==> config.mk <==
export PLATFORM = sky130hd
export DESIGN_NAME = fixed_point_divider
export DESIGN_NICKNAME = d
export VERILOG_FILES = /design/src/rtl/fixed_point_divider.sv
export SDC_FILE = /design/constraint.sdc
export NUM_CORES = 1
export LEC_CHECK = 0
export ABC_AREA = 1
export BUFFER_PORTS_ARGS = -buffer_cell sky130_fd_sc_hd__buf_2
export CELL_PAD_IN_SITES_DETAIL_PLACEMENT = 0
export CELL_PAD_IN_SITES_GLOBAL_PLACEMENT = 1
export CORE_ASPECT_RATIO = 0.9
export CORE_UTILIZATION = 47
export CTS_BUF_LIST = sky130_fd_sc_hd__clkbuf_8
export CTS_CLUSTER_DIAMETER = 100
export DETAILED_ROUTE_END_ITERATION = 16
export HOLD_SLACK_MARGIN = 0.03
export PLACE_DENSITY = 0.95
export SYNTH_ARGS = -nofsm -noshare
export SYNTH_HDL_FRONTEND = slang
export SYNTH_SLANG_ARGS = --single-unit
==> constraint.sdc <==
create_clock -name clk -period 5.2 [get_ports clk]
set_clock_uncertainty 0.05 [all_clocks]
set_input_delay 0.26 -clock clk [delete_from_list [all_inputs] [get_ports clk]]
set_output_delay 0.26 -clock clk [all_outputs]
set_load 0.02 [all_outputs]
==> src/rtl/fixed_point_divider.sv <==
// Signed Q(W-F).F fixed-point divider: restoring algorithm, one quotient bit per clock,
// start/done handshake, saturating result with divide-by-zero and overflow flags.
module fixed_point_divider #(
    parameter int DATA_WIDTH = 32,
    parameter int FRAC_BITS  = DATA_WIDTH / 2
) (
    input  logic                  clk,
    input  logic                  rst,
    input  logic                  start,
    input  logic [DATA_WIDTH-1:0] in1,
    input  logic [DATA_WIDTH-1:0] in2,
    output logic                  busy,
    output logic                  done,
    output logic [DATA_WIDTH-1:0] Quotient_o,
    output logic                  div_by_zero,
    output logic                  overflow_o
);
    localparam int W  = DATA_WIDTH;
    localparam int F  = FRAC_BITS;
    localparam int NW = W + F;
    localparam int CW = $clog2(NW + 1);

    localparam logic [W-1:0] MAX_POS = {1'b0, {(W-1){1'b1}}};
    localparam logic [W-1:0] MIN_NEG = {1'b1, {(W-1){1'b0}}};

    typedef enum logic [1:0] {IDLE, CALC, FIN} state_t;

    state_t        state_reg, state_next;
    logic [NW-1:0] num_reg;
    logic [NW-1:0] quo_reg;
    logic [W-1:0]  den_reg;
    logic [W-1:0]  rem_reg;
    logic [CW-1:0] cnt_reg;
    logic          sign_reg;
    logic          dz_reg;
    logic          neg1_reg;
    logic [W-1:0]  quotient_reg;
    logic          done_reg;
    logic          dbz_reg;
    logic          ovf_reg;

    logic [W-1:0]  abs1, abs2;
    logic [W:0]    rem_shift;
    logic          step_ge;
    logic [W-1:0]  rem_next;
    logic          ovf_pos, ovf_neg;
    logic [W-1:0]  result_q;
    logic          result_ovf;
    logic          last_step;

    // Unsigned magnitudes: the most negative value maps to 2^(W-1) without wrapping.
    always_comb begin
        abs1 = in1[W-1] ? (~in1 + W'(1)) : in1;
        abs2 = in2[W-1] ? (~in2 + W'(1)) : in2;
    end

    // One restoring step; the partial remainder stays below the divisor so W bits suffice.
    always_comb begin
        rem_shift = {rem_reg, num_reg[NW-1]};
        step_ge   = rem_shift >= {1'b0, den_reg};
        rem_next  = step_ge ? W'(rem_shift - {1'b0, den_reg}) : rem_shift[W-1:0];
        last_step = (cnt_reg == CW'(NW - 1));
    end

    always_comb begin
        ovf_pos    = |quo_reg[NW-1:W-1];
        ovf_neg    = (|quo_reg[NW-1:W]) || (quo_reg[W-1] && (|quo_reg[W-2:0]));
        result_q   = '0;
        result_ovf = 1'b0;
        if (dz_reg) begin
            result_q = neg1_reg ? MIN_NEG : MAX_POS;
        end else if (!sign_reg && ovf_pos) begin
            result_q   = MAX_POS;
            result_ovf = 1'b1;
        end else if (sign_reg && ovf_neg) begin
            result_q   = MIN_NEG;
            result_ovf = 1'b1;
        end else begin
            result_q = sign_reg ? (~quo_reg[W-1:0] + W'(1)) : quo_reg[W-1:0];
        end
    end

    always_comb begin
        state_next = state_reg;
        case (state_reg)
            IDLE: if (start) state_next = (in2 == '0) ? FIN : CALC;
            CALC: if (last_step) state_next = FIN;
            FIN:  state_next = IDLE;
            default: state_next = IDLE;
        endcase
    end

    always_ff @(posedge clk) begin
        if (rst) begin
            state_reg    <= IDLE;
            num_reg      <= '0;
            quo_reg      <= '0;
            den_reg      <= '0;
            rem_reg      <= '0;
            cnt_reg      <= '0;
            sign_reg     <= 1'b0;
            dz_reg       <= 1'b0;
            neg1_reg     <= 1'b0;
            quotient_reg <= '0;
            done_reg     <= 1'b0;
            dbz_reg      <= 1'b0;
            ovf_reg      <= 1'b0;
        end else begin
            state_reg <= state_next;
            done_reg  <= 1'b0;
            case (state_reg)
                IDLE: begin
                    if (start) begin
                        num_reg  <= {abs1, {F{1'b0}}};
                        den_reg  <= abs2;
                        quo_reg  <= '0;
                        rem_reg  <= '0;
                        cnt_reg  <= '0;
                        sign_reg <= in1[W-1] ^ in2[W-1];
                        neg1_reg <= in1[W-1];
                        dz_reg   <= (in2 == '0);
                    end
                end
                CALC: begin
                    num_reg <= num_reg << 1;
                    rem_reg <= rem_next;
                    quo_reg <= {quo_reg[NW-2:0], step_ge};
                    cnt_reg <= cnt_reg + CW'(1);
                end
                FIN: begin
                    quotient_reg <= result_q;
                    dbz_reg      <= dz_reg;
                    ovf_reg      <= result_ovf;
                    done_reg     <= 1'b1;
                end
                default: ;
            endcase
        end
    end

    assign busy        = (state_reg != IDLE);
    assign done        = done_reg;
    assign Quotient_o  = quotient_reg;
    assign div_by_zero = dbz_reg;
    assign overflow_o  = ovf_reg;
endmodule

==> flow_metrics.tcl <==
set metrics [dict create \
    die_h_microns 159 \
    synthTopCellsByCount "nand2_1 (664), inv_1 (271), a21oi_1 (239)" \
    dieArea_sq_um 28000 \
    antenna_found_initial 0 \
    crit_required_ns 5.57 \
    yosys_warnings 0 \
    critPathLaunchType "flip-flop" \
    arrival_ns 3.32 \
    grt_start_max_net_pins 101 \
    syn-mean-instance-area_sq_um 6.00 \
    setup_slack_ns 2.24 \
    wl_mm 37.0 \
    critPathCaptureType "flip-flop" \
    whs_ns 0.0750 \
    area_growth_pct 8.92 \
    slowest_delay_ns 0.72 \
    rsz0062_at_grt "no" \
    crit_family "simple AND/OR/NAND/NOR gates" \
    final_hold_viol_count 0 \
    yosysTopAreaCell "dfxtp_1" \
    path_class "flip-flop to flip-flop" \
    dp_slack_ns 2.26 \
    synth_cell_types 47 \
    crit_top_cell "nand2_1" \
    worst_setup_hold_path_clk_slew_ns 0.12 \
    ys_async_sr_fraction_pct 0 \
    numClockSinks 190 \
    cts_buffers 17 \
    core_area_sq_um 27000 \
    syn_inst 2142 \
    post_cts.repair.setup_buffers 0 \
    synth_area_leaders "dfxtp_1 (30%), nand2_1 (19%), a21oi_1 (9.3%)" \
    start_util_pct 47.7 \
    ys.flop_type "dfxtp_1" \
    clock_path_buffers 2 \
    busiest_layer "met1" \
    nFillCells 2840 \
    yosysTopAreaCellShare_pct 29.6 \
    grt_pass1_vias 11900 \
    drc_errors 0 \
    grtUsageMet1_pct 40.7 \
    tightest_slew_ns 1.07 \
    maxCapViolCount 0 \
    gp_congestion 0.963 \
    slew_viol_final 0 \
    largest_reg_flops 48 \
    first_iter_violations 1138 \
    setup_violations 0 \
    synth_fp_nets 2246 \
    via_per_inst 5.28 \
    utilization_pct 51.9 \
    layout_min_cycle_time_ns 2.96 \
    path_buf_inv 3 \
    ant_nets 0 \
    hpwlAfterDp_mm 27.2 \
    firstDrtPassIters 6 \
    num_rows 57 \
    h-tree-depth 4 \
    clkLatencyLatePin_ns 0.49 \
    synth-edff-count 0 \
    path_cells "inv_1, ha_1, nand2_1, inv_1, nand2_1, nand2_1, nand2_1, nand2_1, a21oi_2, nand4_2, buf_4, nand2_1, nand3_1, a21oi_1" \
    leakage_nw 6.70 \
    fin_crit_sh_pct 56.8 \
    ir_worst_vdd_v 0.000158 \
    drive_above_1_share_pct 8.08 \
    die_w_microns 176 \
    grt_util_met2_pct 38.4 \
    ios 103 \
    track_usage_pct 26.6 \
    ys_seq_area_share_pct 29.6 \
    critical-path-slowest-cell "nand2_1" \
    num_vias 13500 \
    status "completed" \
    syn_area_sq_um 12900 \
    final_cells 2558 \
    port-buffer-count 102 \
    max-slew-margin-rel_pct 28.7 \
    critical_path.max_fanout 32 \
    setup_tns_ns 0 \
    fmax_ghz 0.338 \
    ys_ff_latch 190 \
    numPlacedInstances 2520 \
    yosysMostFrequentCell "nand2_1" \
    hp-class "primary input to flip-flop" \
    cts_root_buffer "clkbuf_8" \
    pwr_density_cell_nw_per_um2 374 \
    grt_pass1_wl_mm 60.4 \
    wl_per_cell_microns 14.5 \
    overflow 0 \
    cts_tree "built" \
    finalNetCount 2295 \
    diodes 0 \
    use_met3_pct 4.74 \
]
## per-stage QoR
| stage | cell area [sq um] | total power, mW |
|---|---|---|
| floorplan | 12900 | 3.57 |
| global placement | 13500 | 4.19 |
| detailed placement | 13500 | 4.20 |
| CTS | 14000 | 5.24 |
| global route | 14000 | 5.68 |
| finish | 14000 | 5.24 |
## worst paths after layout
path / from / end / slack [ns] / depth (start not counted)
max: den_reg[28]$_SDFFE_PP0P_ / rem_reg[8]$_SDFFE_PP0P_ / 2.24 / 14
min: in2[11] / den_reg[11]$_SDFFE_PP0P_ / 0.07 / 4
max reg2reg: den_reg[28]$_SDFFE_PP0P_ / rem_reg[8]$_SDFFE_PP0P_ / 2.24 / 14
min reg2reg: cnt_reg[5]$_SDFFE_PP0P_ / cnt_reg[5]$_SDFFE_PP0P_ / 0.42 / 1
## power by group
part,switching (mW),leakage (nW),total [mW],internal (mW)
sequential,0.0829,1.55,1.65,1.57
combinational,1.73,4.95,2.56,0.826
clock,0.622,0.211,1.03,0.406
total,2.44,6.70,5.24,2.80
## cell usage in the layout, fill, tap and decap left out, types with 4 or more instances in the layout
cell           instances
nand2_1              664
inv_1                272
a21oi_1              239
nor2_1               191
dfxtp_1              190
nand3_1              138
buf_2                101
o21ai_0               78
nand4_1               56
ha_1                  36
nor3_1                34
xor2_1                28
xnor2_1               22
o211ai_1              21
clkbuf_8              17
o221ai_1              13
buf_4                 10
inv_2                  8
nor2_2                 8
nand3b_1               7
dlygate4sd3_1          6
inv_6                  5
clkinv_1               4
or2_2                  4
## kinds of logic (layout without fill, tap and decap cells)
group | after synthesis | in the layout | share of synthesized area [%]
AND/OR/NAND/NOR | 1121 | 1121 | 36.4
AO/OA/AOI/OAI | 374 | 374 | 15.9
buffers and inverters | 370 | 432 | 11.1
flip-flops | 190 | 190 | 29.6
XOR/XNOR | 50 | 50 | 3.41
adder cells (fa/ha/maj) | 37 | 37 | 3.66
## worst reg2reg max path: cells and delay by family (launching register included)
| family | cells | cell delay [ns] |
|---|---|---|
| DFF | 1 | 0.33 |
| AOI/OAI and AO/OA | 2 | 0.36 |
| buffers and inverters | 3 | 0.37 |
| and+or+nand+nor | 8 | 1.43 |
| adders and majority gates | 1 | 0.36 |
## metal layers
metal / wire length [microns] / share of wire (%)
met5: 0 / 0
met4: 294 / 0.79
met3: 2990 / 8.1
met2: 15200 / 41
met1: 18600 / 50
## repair_timing
| action | CTS | global route |
|---|---|---|
| gates resized for setup | 0 | 0 |
| hold buffers | 6 | 0 |
| endpoints found under the hold margin | 6 | 0 |
## layout make-up
cell class,count,area (sq um),area share (%)
clock buffer,17,234,1.67
timing repair buffer,117,641,4.57
clock inverter,15,174,1.24
multi-input combinational,1582,7650,54.6
tap,354,443,3.16
sequential,190,3800,27.2
inverter,283,1060,7.59
(Power assumes the default switching activity.)
